--- src/rtl/vga_pkg.sv ---
// Shared types and 640x480@60 default timing for the VGA raster engine.
package vga_pkg;

   typedef enum logic [1:0] {
      ST_STOP  = 2'd0,
      ST_RUN   = 2'd1,
      ST_DRAIN = 2'd2
   } vga_state_e;

   localparam int VGA_H_ACTIVE = 640;
   localparam int VGA_H_FP     = 16;
   localparam int VGA_H_SYNC   = 96;
   localparam int VGA_H_BP     = 48;
   localparam int VGA_V_ACTIVE = 480;
   localparam int VGA_V_FP     = 10;
   localparam int VGA_V_SYNC   = 2;
   localparam int VGA_V_BP     = 33;
   localparam int VGA_CW       = 10;
   localparam int VGA_RGB_W    = 3;

   // Colour bar index: bit 2 = red, bit 1 = green, bit 0 = blue.
   typedef enum logic [2:0] {
      BAR_BLACK   = 3'd0,
      BAR_BLUE    = 3'd1,
      BAR_GREEN   = 3'd2,
      BAR_CYAN    = 3'd3,
      BAR_RED     = 3'd4,
      BAR_MAGENTA = 3'd5,
      BAR_YELLOW  = 3'd6,
      BAR_WHITE   = 3'd7
   } bar_colour_e;

endpackage

--- src/rtl/vga_axis_counter.sv ---
// One raster axis: position counter with wrap flag and region decode.
// Regions in order: active [0,ACTIVE), front porch, sync, back porch.
module vga_axis_counter #(
   parameter int ACTIVE = 640,
   parameter int FP     = 16,
   parameter int SYNC   = 96,
   parameter int BP     = 48,
   parameter int CW     = 10
) (
   input  logic          clk_25,
   input  logic          reset_n,
   input  logic          inc,
   input  logic          clr,
   output logic [CW-1:0] count,
   output logic          wrap,
   output logic          active,
   output logic          sync
);

   localparam int            TOTAL = ACTIVE + FP + SYNC + BP;
   localparam logic [CW-1:0] LAST  = CW'(TOTAL - 1);

   // Position register: held at zero while cleared, wraps at the end of the axis
   always_ff @(posedge clk_25 or negedge reset_n) begin
      if (!reset_n)
         count <= '0;
      else if (clr)
         count <= '0;
      else if (inc)
         count <= wrap ? '0 : count + 1'b1;
   end

   assign wrap   = (count == LAST);
   assign active = (int'(count) < ACTIVE);
   assign sync   = (int'(count) >= ACTIVE + FP) && (int'(count) < ACTIVE + FP + SYNC);

endmodule

--- src/rtl/vga_timing_gen.sv ---
// Parametrised VGA raster engine with frame-boundary start/stop.
// Optional build macro VGA_TEST_PATTERN_EN adds pattern_sel and an
// internal 8-bar colour pattern that replaces pixel_in.
//
// state    | meaning
// ---------+--------------------------------------------------------
// ST_STOP  | idle, counters held at 0, outputs at inactive levels
// ST_RUN   | raster running, enable high
// ST_DRAIN | enable dropped, finishing current frame before STOP
module vga_timing_gen
   import vga_pkg::*;
#(
   parameter int H_ACTIVE = VGA_H_ACTIVE,
   parameter int H_FP     = VGA_H_FP,
   parameter int H_SYNC   = VGA_H_SYNC,
   parameter int H_BP     = VGA_H_BP,
   parameter int V_ACTIVE = VGA_V_ACTIVE,
   parameter int V_FP     = VGA_V_FP,
   parameter int V_SYNC   = VGA_V_SYNC,
   parameter int V_BP     = VGA_V_BP,
   parameter bit HS_POL   = 1'b0,
   parameter bit VS_POL   = 1'b0,
   parameter int CW       = VGA_CW,
   parameter int RGB_W    = VGA_RGB_W
) (
   input  logic             clk_25,
   input  logic             reset_n,
   input  logic             enable,
`ifdef VGA_TEST_PATTERN_EN
   input  logic             pattern_sel,
`endif
   input  logic [RGB_W-1:0] pixel_in,
   output logic             pix_req,
   output logic [CW-1:0]    req_x,
   output logic [CW-1:0]    req_y,
   output logic             hs,
   output logic             vs,
   output logic             bright,
   output logic [CW-1:0]    h_count,
   output logic [CW-1:0]    v_count,
   output logic [RGB_W-1:0] rgb,
   output logic             frame_start,
   output logic             line_start,
   output logic             running
);

   localparam int H_TOTAL = H_ACTIVE + H_FP + H_SYNC + H_BP;
   localparam int V_TOTAL = V_ACTIVE + V_FP + V_SYNC + V_BP;

   if (H_TOTAL > (1 << CW)) begin : g_h_width_err
      $error("vga_timing_gen: H_TOTAL does not fit in CW bits");
   end
   if (V_TOTAL > (1 << CW)) begin : g_v_width_err
      $error("vga_timing_gen: V_TOTAL does not fit in CW bits");
   end

   vga_state_e    state;
   logic [CW-1:0] hc, vc;
   logic          h_wrap, v_wrap, h_act, v_act, h_sync, v_sync;
   logic          pos_valid, frame_end, req_now;

   logic          s1_valid, s1_hsync, s1_vsync;
   logic [CW-1:0] s1_hc, s1_vc;
   logic          s2_valid, s2_bright, s2_hsync, s2_vsync;
   logic [CW-1:0] s2_hc, s2_vc;
   logic [RGB_W-1:0] src_pixel;

   assign pos_valid = (state != ST_STOP);
   assign frame_end = h_wrap && v_wrap;
   assign req_now   = pos_valid && h_act && v_act;

   vga_axis_counter #(
      .ACTIVE(H_ACTIVE), .FP(H_FP), .SYNC(H_SYNC), .BP(H_BP), .CW(CW)
   ) u_h_axis (
      .clk_25(clk_25), .reset_n(reset_n),
      .inc(pos_valid), .clr(!pos_valid),
      .count(hc), .wrap(h_wrap), .active(h_act), .sync(h_sync)
   );

   vga_axis_counter #(
      .ACTIVE(V_ACTIVE), .FP(V_FP), .SYNC(V_SYNC), .BP(V_BP), .CW(CW)
   ) u_v_axis (
      .clk_25(clk_25), .reset_n(reset_n),
      .inc(pos_valid && h_wrap), .clr(!pos_valid),
      .count(vc), .wrap(v_wrap), .active(v_act), .sync(v_sync)
   );

   // Run control: enable wins in DRAIN, otherwise stop only at the last position of a frame
   always_ff @(posedge clk_25 or negedge reset_n) begin
      if (!reset_n) begin
         state   <= ST_STOP;
         running <= 1'b0;
      end else begin
         case (state)
            ST_STOP: begin
               if (enable) begin
                  state   <= ST_RUN;
                  running <= 1'b1;
               end
            end
            ST_RUN: begin
               if (!enable) begin
                  if (frame_end) begin
                     state   <= ST_STOP;
                     running <= 1'b0;
                  end else begin
                     state   <= ST_DRAIN;
                  end
               end
            end
            ST_DRAIN: begin
               if (enable) begin
                  state <= ST_RUN;
               end else if (frame_end) begin
                  state   <= ST_STOP;
                  running <= 1'b0;
               end
            end
            default: begin
               state   <= ST_STOP;
               running <= 1'b0;
            end
         endcase
      end
   end

   // Stage 1: fetch request to the frame buffer plus raster side-band
   always_ff @(posedge clk_25 or negedge reset_n) begin
      if (!reset_n) begin
         pix_req  <= 1'b0;
         req_x    <= '0;
         req_y    <= '0;
         s1_valid <= 1'b0;
         s1_hsync <= 1'b0;
         s1_vsync <= 1'b0;
         s1_hc    <= '0;
         s1_vc    <= '0;
      end else begin
         pix_req  <= req_now;
         req_x    <= req_now ? hc : '0;
         req_y    <= req_now ? vc : '0;
         s1_valid <= pos_valid;
         s1_hsync <= h_sync;
         s1_vsync <= v_sync;
         s1_hc    <= hc;
         s1_vc    <= vc;
      end
   end

   // Stage 2: side-band waits here while the frame buffer answers the request
   always_ff @(posedge clk_25 or negedge reset_n) begin
      if (!reset_n) begin
         s2_valid  <= 1'b0;
         s2_bright <= 1'b0;
         s2_hsync  <= 1'b0;
         s2_vsync  <= 1'b0;
         s2_hc     <= '0;
         s2_vc     <= '0;
      end else begin
         s2_valid  <= s1_valid;
         s2_bright <= pix_req;
         s2_hsync  <= s1_hsync;
         s2_vsync  <= s1_vsync;
         s2_hc     <= s1_hc;
         s2_vc     <= s1_vc;
      end
   end

`ifdef VGA_TEST_PATTERN_EN
   localparam int BAR_W = H_ACTIVE / 8;
   localparam int FW    = RGB_W / 3;

   if ((RGB_W % 3 != 0) || (H_ACTIVE % 8 != 0)) begin : g_pattern_err
      $error("vga_timing_gen: test pattern needs RGB_W%%3==0 and H_ACTIVE%%8==0");
   end

   bar_colour_e      bar_idx;
   logic [RGB_W-1:0] bar_rgb;

   assign bar_idx   = bar_colour_e'(3'(int'(s2_hc) / BAR_W));
   assign bar_rgb   = {{FW{bar_idx[2]}}, {FW{bar_idx[1]}}, {FW{bar_idx[0]}}};
   assign src_pixel = pattern_sel ? bar_rgb : pixel_in;
`else
   assign src_pixel = pixel_in;
`endif

   // Stage 3: all pin-facing outputs registered together so they stay aligned
   always_ff @(posedge clk_25 or negedge reset_n) begin
      if (!reset_n) begin
         hs          <= !HS_POL;
         vs          <= !VS_POL;
         bright      <= 1'b0;
         rgb         <= '0;
         h_count     <= '0;
         v_count     <= '0;
         line_start  <= 1'b0;
         frame_start <= 1'b0;
      end else begin
         hs          <= (s2_valid && s2_hsync) ? HS_POL : !HS_POL;
         vs          <= (s2_valid && s2_vsync) ? VS_POL : !VS_POL;
         bright      <= s2_bright;
         rgb         <= s2_bright ? src_pixel : '0;
         h_count     <= s2_hc;
         v_count     <= s2_vc;
         line_start  <= s2_valid && (s2_hc == '0);
         frame_start <= s2_valid && (s2_hc == '0) && (s2_vc == '0);
      end
   end

endmodule

--- config.mk ---
export PLATFORM = sky130hd
export DESIGN_NAME = vga_timing_gen
export DESIGN_NICKNAME = d
export VERILOG_FILES = /design/src/rtl/vga_pkg.sv /design/src/rtl/vga_axis_counter.sv /design/src/rtl/vga_timing_gen.sv
export SDC_FILE = /design/constraint.sdc
export NUM_CORES = 1
export LEC_CHECK = 0
export CORE_AREA = 5 5 91 127
export CTS_BUF_LIST = sky130_fd_sc_hd__clkbuf_4 sky130_fd_sc_hd__clkbuf_8
export DETAILED_ROUTE_END_ITERATION = 6
export DIE_AREA = 0 0 96 132
export HOLD_SLACK_MARGIN = 0.06
export PLACE_DENSITY = 0.64
export SYNTH_ARGS = -nofsm -noshare
export SYNTH_HDL_FRONTEND = slang
export SYNTH_SLANG_ARGS = --single-unit
--- constraint.sdc ---
create_clock -name clk_25 -period 4.51 [get_ports clk_25]
set_input_delay 0.6765 -clock clk_25 [delete_from_list [all_inputs] [get_ports clk_25]]
set_output_delay 0.6765 -clock clk_25 [all_outputs]
set_load 0.01 [all_outputs]
==> flow_summary_export.csv <==
group,metric,value,unit
critical_path,worstSetupPathType,"reg -> reg",
synthesis,yosys.area_share.simple,14.3,%
pwr,ir_drop,170,µV
cells_and_area,fin_nets,363,
route,m1WireLength,2890,µm
critical_path,startpoint_type,"flip-flop",
timing,hold_slack,0.289,ns
critical_path,cp.arrival,2.66,ns
run_status,status,"finished, final reports clean",
timing,post-route-period-util,51.1,%
pwr,pwr-share-comb,14.4,%
synthesis,ys_async_sr_fraction,100,%
synthesis,ys_warn_count,0,
synthesis,synth_seq_cells,119,
pwr,p_per_area,511,mW/mm²
timing,finalClockSkew,0.0131,ns
place,io_buffers,55,
route,drc,0,
pwr,p_sw_share,25.2,%
cts,cts_hold_buf,0,
timing,tightest_slew,0.998,ns
critical_path,endpoint_kind,"flip-flop",
route,met3_length,510,µm
route,routedWlPerCell,15.0,µm
synthesis,syn_nets,296,
place,dpl.cell_count,468,
cts,cts-root-buf,"clkbuf_8",
synthesis,postSynthAreaPerCell,14.3,µm²
floorplan,die_area,0.0127,mm²
timing,maxSlewViolCount,0,
floorplan,die_h,132,µm
cells_and_area,final_cells,500,
synthesis,synth_cell_types,43,
pwr,p_leak,2.43,nW
critical_path,cp_max_fo,14,
place,globalplace.congestion,0.782,
route,met2WireLength,3960,µm
critical_path,reg2reg_from,"state[0]",
cts,clk_pin_slew_worst_paths,0.07,ns
flow_run,drv_cap,0,
cts,clockBufferDepth,2,
critical_path,rr_worst_depth,6,
timing,rsz0062_at_grt,"false",
grt,grt_overflow,0,
pwr,power_switching,0.664,mW
timing,max_freq,434,MHz
cts,cts_num_sinks,119,
floorplan,num_rows,44,
place,dpl_cell_area,0.00472,mm²
timing,setup_slack,2.21,ns
synthesis,synthXorXnorAreaFrac,1.74,%
cts,cts_tree,"built",
synthesis,synth_edf_count,0,
grt,grt_pass1_wl,12500,µm
route,drt-total-wl,7510,µm
synthesis,synth-compound-area-share,5.32,%
critical_path,worstPathRequired,4.86,ns
synthesis,synth.area.mux_share,0,%
cts,postCtsSetupRepairBufs,0,
timing,finalHoldViolations,0,
synthesis,synth_top_family_by_area,"simple AND/OR/NAND/NOR gates",
synthesis,synth-adder-area-share,2.49,%
route,via_per_inst,4.79,
floorplan,num_io_pins,56,
critical_path,reg2reg_to,"req_x[9]",
place,place_worst_setup_slack,2.16,ns
timing,period_needed,2.30,ns
route,maxUsedRoutingLayer,"met4",
cts,cts_buffers,17,
critical_path,r2r_setup_slack,2.21,ns
worst_hold_path,hold_path_class,"in -> async",
grt,grt_pass1_vias,2545,
route,dr.pass1.iters,4,
grt,grt_max_degree,53,
floorplan,core_region_area,0.0102,mm²
grt,antenna_found_initial,0,
cts,post_cts_resized,0,
route,ant_nets,0,
timing,setup_tns,0,ns
pwr,p_int,1.97,mW
cells_and_area,drive_gt1_share,12.4,%
cells_and_area,n_antenna_cell,0,
cells_and_area,num-fill-cells,888,
synthesis,ys_seq_area_share,74.1,%
cells_and_area,stdcell_area,0.00516,mm²
floorplan,floorplan.initialDensity,39.3,%
pwr,seqPwrFrac,46.2,%
cts,cts_htree_levels,4,
synthesis,synthCells,282,
pwr,p_clk_share,39.4,%
route,drtIter0Drc,119,
synthesis,synth-main-ff-cell,"dfrtp_1",
route,vias,2397,
timing,setup_viol,0,
grt,gr-usage-all-layers,13.1,%
place,dp_hpwl,5010,µm
timing,relSlewSlack,33.0,%
cts,clk-insertion-delay-late,0.42,ns
synthesis,syn-cell-area,0.00402,mm²
floorplan,die_w,96,µm
cells_and_area,area.growth.synth_to_final,28.2,%
[kinds of logic after synthesis]
family          count (synthesis)
buf+inv                        19
flops                         119
fa+ha+maj                       8
xor+xnor                        8
other cells                     1
compound gates                 29
simple gates                   98
[routing by layer]
layer | global-route usage, % | vias up
met4 | 6.33 | 0
met3 | 5.60 | 14
li1 | - | 1107
met1 | 14.5 | 1194
met5 | 0 | -
met2 | 21.1 | 82
[worst max-delay path by stage]
stage	startpoint	to	slack, ns	cells past startpoint
after CTS	state[0]	req_y[2]	2.13	6
after detailed placement	state[0]	req_y[2]	2.16	6
after global routing	state[1]	req_y[4]	1.91	6
after floorplan	u_v_axis.count[1]	u_v_axis.count[9]	2.84	7
after global placement	state[0]	req_y[4]	2.19	6
final	state[0]	req_x[9]	2.21	6
[placed cells by master, fill, tap and decap left out, types with 3 or more instances in the layout]
| cell | count |
|---|---|
| nand3_1 | 12 |
| nor4_1 | 3 |
| and3_1 | 6 |
| clkinv_2 | 6 |
| nand4_1 | 7 |
| nor2_1 | 14 |
| clkbuf_8 | 20 |
| o21ai_0 | 5 |
| or3_1 | 3 |
| clkdlybuf4s50_1 | 54 |
| dfrtp_1 | 117 |
| and2_1 | 18 |
| inv_1 | 10 |
| bufinv_16 | 4 |
| nand2_1 | 10 |
| xor2_1 | 6 |
| buf_4 | 3 |
| a31oi_1 | 6 |
| nor3_1 | 10 |
| a21oi_1 | 3 |
| o31ai_1 | 3 |
| and4_1 | 3 |
| ha_1 | 8 |
[flip-flops by register name (all words and copies together) (netlist names), 2 cells and up]
signal and cells:
state 2, req_x 10, rgb 3, req_y 10, s1_vc 10, s2_hc 10
v_count 10, s1_hc 10, s2_vc 10, h_count 10, u_h_axis.count 10, u_v_axis.count 10
[synth_stat cells (all sizes together) (3+ instances only)]
| cell type | count | area, µm² |
|---|---|---|
| a21oi | 3 | 15.0 |
| a31oi | 6 | 37.5 |
| and2 | 18 | 113 |
| and3 | 6 | 37.5 |
| and4 | 3 | 26.3 |
| buf | 7 | 35.0 |
| dfrtp | 117 | 2930 |
| ha | 8 | 100 |
| inv | 10 | 37.5 |
| nand2 | 10 | 37.5 |
| nand3 | 13 | 70.1 |
| nand4 | 7 | 43.8 |
| nor2 | 14 | 52.6 |
| nor3 | 10 | 50.1 |
| nor4 | 4 | 40.0 |
| o211ai | 3 | 27.5 |
| o21ai | 5 | 25.0 |
| o31ai | 4 | 35.0 |
| or3 | 3 | 18.8 |
| xor2 | 6 | 52.6 |
[stage by stage]
step	total power, mW	util [%]
finish	2.63	50.4
global route	2.76	50.4
CTS	2.67	50.4
detailed placement	1.62	46.1
global placement	1.61	46.1
floorplan	1.43	-
[power by group through the flow]
stage | clock network [mW] | registers, mW | logic (mW)
finish | 1.04 | 1.22 | 0.380
global route | 1.11 | 1.23 | 0.423
CTS | 1.06 | 1.22 | 0.389
detailed placement | 0 | 1.24 | 0.385
global placement | 0 | 1.23 | 0.380
floorplan | 0 | 1.25 | 0.180
[worst max-delay path, stage by stage, from the launching register on]
cell     delay, ns
dfrtp_1       0.39
inv_1         0.09
ha_1          0.41
nor2_1        0.22
nand2_1       0.20
nor2_1        0.68
and2_1        0.24
[cell type report]
cell class              instances  area [µm²]  area share (%)
flip-flops and latches        119        2980            57.8
well taps                     138         173            3.35
repair buffers                 57         563            10.9
clock buffers                  22         290            5.63
multi-input cells             144         962            18.7
inverters                      10        37.5           0.728
clock inverters                10         150            2.91
No activity file was read; power rests on OpenSTA's default activity.
==> RTL change 1 (config.mk and constraints unchanged) <==
The 3 states of `vga_state_e` get a one-hot encoding in 3 bits.
--- a/src/rtl/vga_pkg.sv
+++ b/src/rtl/vga_pkg.sv
@@ -1,10 +1,10 @@
 // Shared types and 640x480@60 default timing for the VGA raster engine.
 package vga_pkg;
 
-   typedef enum logic [1:0] {
-      ST_STOP  = 2'd0,
-      ST_RUN   = 2'd1,
-      ST_DRAIN = 2'd2
+   typedef enum logic [2:0] {
+      ST_STOP  = 3'b001,
+      ST_RUN   = 3'b010,
+      ST_DRAIN = 3'b100
    } vga_state_e;
 
    localparam int VGA_H_ACTIVE = 640;
Formal check against the unedited RTL: same outputs for any inputs over 10 cycles, from zero or initial values and one cycle with reset_n low; not proved beyond that.
==> RTL change 1 against the original RTL <==
Total power fell by 2.3%. Synthesized cell count fell by 4.3%. Critical path depth fell by 5. Count of clock-buffer cells in the layout fell by 1. Area after synthesis fell by 1.3%. Sequential cell count rose by 1. Design area fell by 1.6%. Worst setup slack improved by 0.18 ns. Worst hold slack improved by 0.059 ns. Wire length fell by 15%. Clock power fell by 10%. Largest cell class unchanged. Highest routed layer unchanged.
==> RTL change 1: results <==
{
  "status": "finished clean",
  "grt_max_degree": 94,
  "post_dp_cell_area_mm2": 0.00468,
  "multi_input_cells": 138,
  "buf_share": 0.111,
  "grt_pass1_vias": 2289,
  "combPwrFrac": 0.151,
  "drive_gt1_frac": 0.146,
  "track_usage": 0.114,
  "syn_nets": 280,
  "synth_area_leaders": "dfrtp_1, and2_1, dfstp_2, nor2_1, nand2_1",
  "grt_pass1_wl_um": 11000,
  "post-place-ws_ns": 2.49,
  "dr_wl_met3_um": 391,
  "n_all_inverters": 8,
  "cpLargestDelayFamily": "buffers and inverters",
  "vdd_drop_max_mv": 0.237,
  "multi_input_area_um2": 907,
  "clkbuf_count": 21,
  "hold_path_class": "register to register",
  "nets": 352,
  "wl_met1_um": 2580,
  "skew_ns": 0.00714,
  "slowest_delay_ns": 0.52,
  "clock_cell_area_share": 0.0777,
  "globalplace.congestion": 0.763,
  "seq_share": 0.593,
  "fin_util": 0.495,
  "grt_use_met1": 0.138,
  "synth-adder-area-share": 0.0126,
  "instances_no_fill": 493,
  "dp.cells": 461,
  "drtIter0Drc": 174,
  "p_switching_mw": 0.648
}
==> RTL change 1: changes by cell type after synthesis, sizes merged, moves of 3 or more <==
cell,unedited run,this run
nand2,10,18
nand3,13,6
nor2,14,20
a31oi,6,1
and2,18,22
buf,7,3
ha,8,4
xnor2,2,6
nand4,7,4
o211ai,3,0
o31ai,4,1
==> RTL change 1: final timing paths <==
kind,start,endpoint,slack [ns],cells after the start
min,s1_hc[3]$_DFF_PN0_,s2_hc[3]$_DFF_PN0_,0.35,0
max in group asynchronous,reset_n,s2_bright$_DFF_PN0_,3.06,2
max reg2reg,state[0]$_DFFE_PN1P_,u_v_axis.count[6]$_DFFE_PN0P_,2.52,4
min reg2reg,s1_hc[3]$_DFF_PN0_,s2_hc[3]$_DFF_PN0_,0.35,0
max,hs$_DFF_PN1_,hs,2.39,1
min in group asynchronous,reset_n,req_x[4]$_DFF_PN0_,0.45,1
==> RTL change 2 (same flow settings) <==
Made on the original files. Set the package constant `VGA_RGB_W` to 6 (it was 3).
--- a/src/rtl/vga_pkg.sv
+++ b/src/rtl/vga_pkg.sv
@@ -16,7 +16,7 @@
    localparam int VGA_V_SYNC   = 2;
    localparam int VGA_V_BP     = 33;
    localparam int VGA_CW       = 10;
-   localparam int VGA_RGB_W    = 3;
+   localparam int VGA_RGB_W    = 6;
 
    // Colour bar index: bit 2 = red, bit 1 = green, bit 0 = blue.
    typedef enum logic [2:0] {
Interface: changed (resized pixel_in and rgb); port bits go from 56 to 62. The function was not compared with the original's and may differ.
==> RTL change 2 against the original RTL <==
Wire length down 3.9%. Critical path depth did not move. Area after synthesis grew 1.8%. Cell count is 2.0% higher. Via count rose by 0.58%. Worst setup slack lost 0.15 ns. Non-clock buffer count rose by 6. Clock power fell by 5%. Sequential cell count increased by 3. Count of clock-buffer cells in the layout is 2 higher. Design area rose by 2.4%. Combinational power grew 11%. Total power grew 1.5%. Critical path type unchanged.
==> RTL change 2: results <==
{
  "status": "finished clean",
  "post-place-ws_ns": 2.00,
  "grt_util_met3": 0.0514,
  "netlist-cell-type-count": 55,
  "dr_wl_met3_um": 488,
  "synth_area_leaders": "dfrtp_1, and2_1, ha_1, nor3_1, nand3_1",
  "synth.top_cells.by_count": "dfrtp_1, and2_1, nor2_1, nor3_1, nand3_1",
  "drt_wl_total_um": 7220,
  "syn_nets": 301,
  "r2r_slack_ns": 2.06,
  "drtIter0Drc": 83,
  "slowest_delay_ns": 0.74,
  "grt_use_met1": 0.145,
  "globalplace.congestion": 0.813,
  "track_usage": 0.129,
  "nets": 376,
  "skew_ns": 0.00918,
  "grt_pass1_wl_um": 12400,
  "dp_hpwl_um": 5000,
  "vdd_drop_max_mv": 0.190,
  "grt_pass1_vias": 2604,
  "drive_gt1_frac": 0.126,
  "p_leak_nw": 2.43,
  "seq_area_frac_synth": 0.746,
  "route.met2.wl_um": 3770,
  "wl_met1_um": 2780,
  "r2r_end": "req_x[6]$_DFF_PN0_"
}
RTL change 2: changes by cell type after synthesis, sizes merged, moves of 3 or more:
cell,unedited run,this run
buf,7,2
mux2i,0,3
dfrtp,117,120
nand4,7,4
clkbuf,2,5
and3,6,3
nor3,10,13
a31oi,6,2
xor2,6,3
RTL change 2: metrics by stage:
stage	cell area, µm²	cells	power, mW
after floorplan	4100	284	1.49
after global placement	4860	478	1.70
after detailed placement	4860	478	1.71
after CTS	5280	510	2.72
after global routing	5280	510	2.82
final	5280	510	2.67
RTL change 2: how the worst max path moves through the flow:
stage	end	slack [ns]	cells after the start
after floorplan	u_v_axis.count[5]$_DFFE_PN0P_	2.58	5
after global placement	req_x[6]$_DFF_PN0_	2.09	6
after detailed placement	req_x[6]$_DFF_PN0_	2.00	6
after CTS	req_x[6]$_DFF_PN0_	1.99	6
after global routing	req_x[6]$_DFF_PN0_	1.78	6
final	req_x[6]$_DFF_PN0_	2.06	6
RTL change 2: power breakdown:
group	internal (mW)	total (mW)	switching, mW
combinational	0.186	0.423	0.237
sequential	1.20	1.26	0.0565
clock	0.613	0.993	0.381
total	2.00	2.67	0.674
RTL change 2: cells by family (layout without fill, tap and decap cells):
group | after synthesis | count (layout) | synth area share
buffers and inverters | 16 | 104 | 0.0171
DFF | 122 | 122 | 0.746
muxes | 3 | 3 | 0.00733
AOI/OAI and AO/OA | 27 | 27 | 0.0492
xor gates and xnor gates | 7 | 7 | 0.0150
and+or+nand+nor | 100 | 100 | 0.140
adders and majority gates | 8 | 8 | 0.0244
other | 1 | 1 | 0.000915
RTL change 2: cell type report:
class,count,area (µm²)
repair buffers,63,623
fillers,916,4960
inverters,9,33.8
multi-input cells,146,971
clock inverters,8,120
clock buffers,24,305
flip-flops and latches,122,3060
well taps,138,173
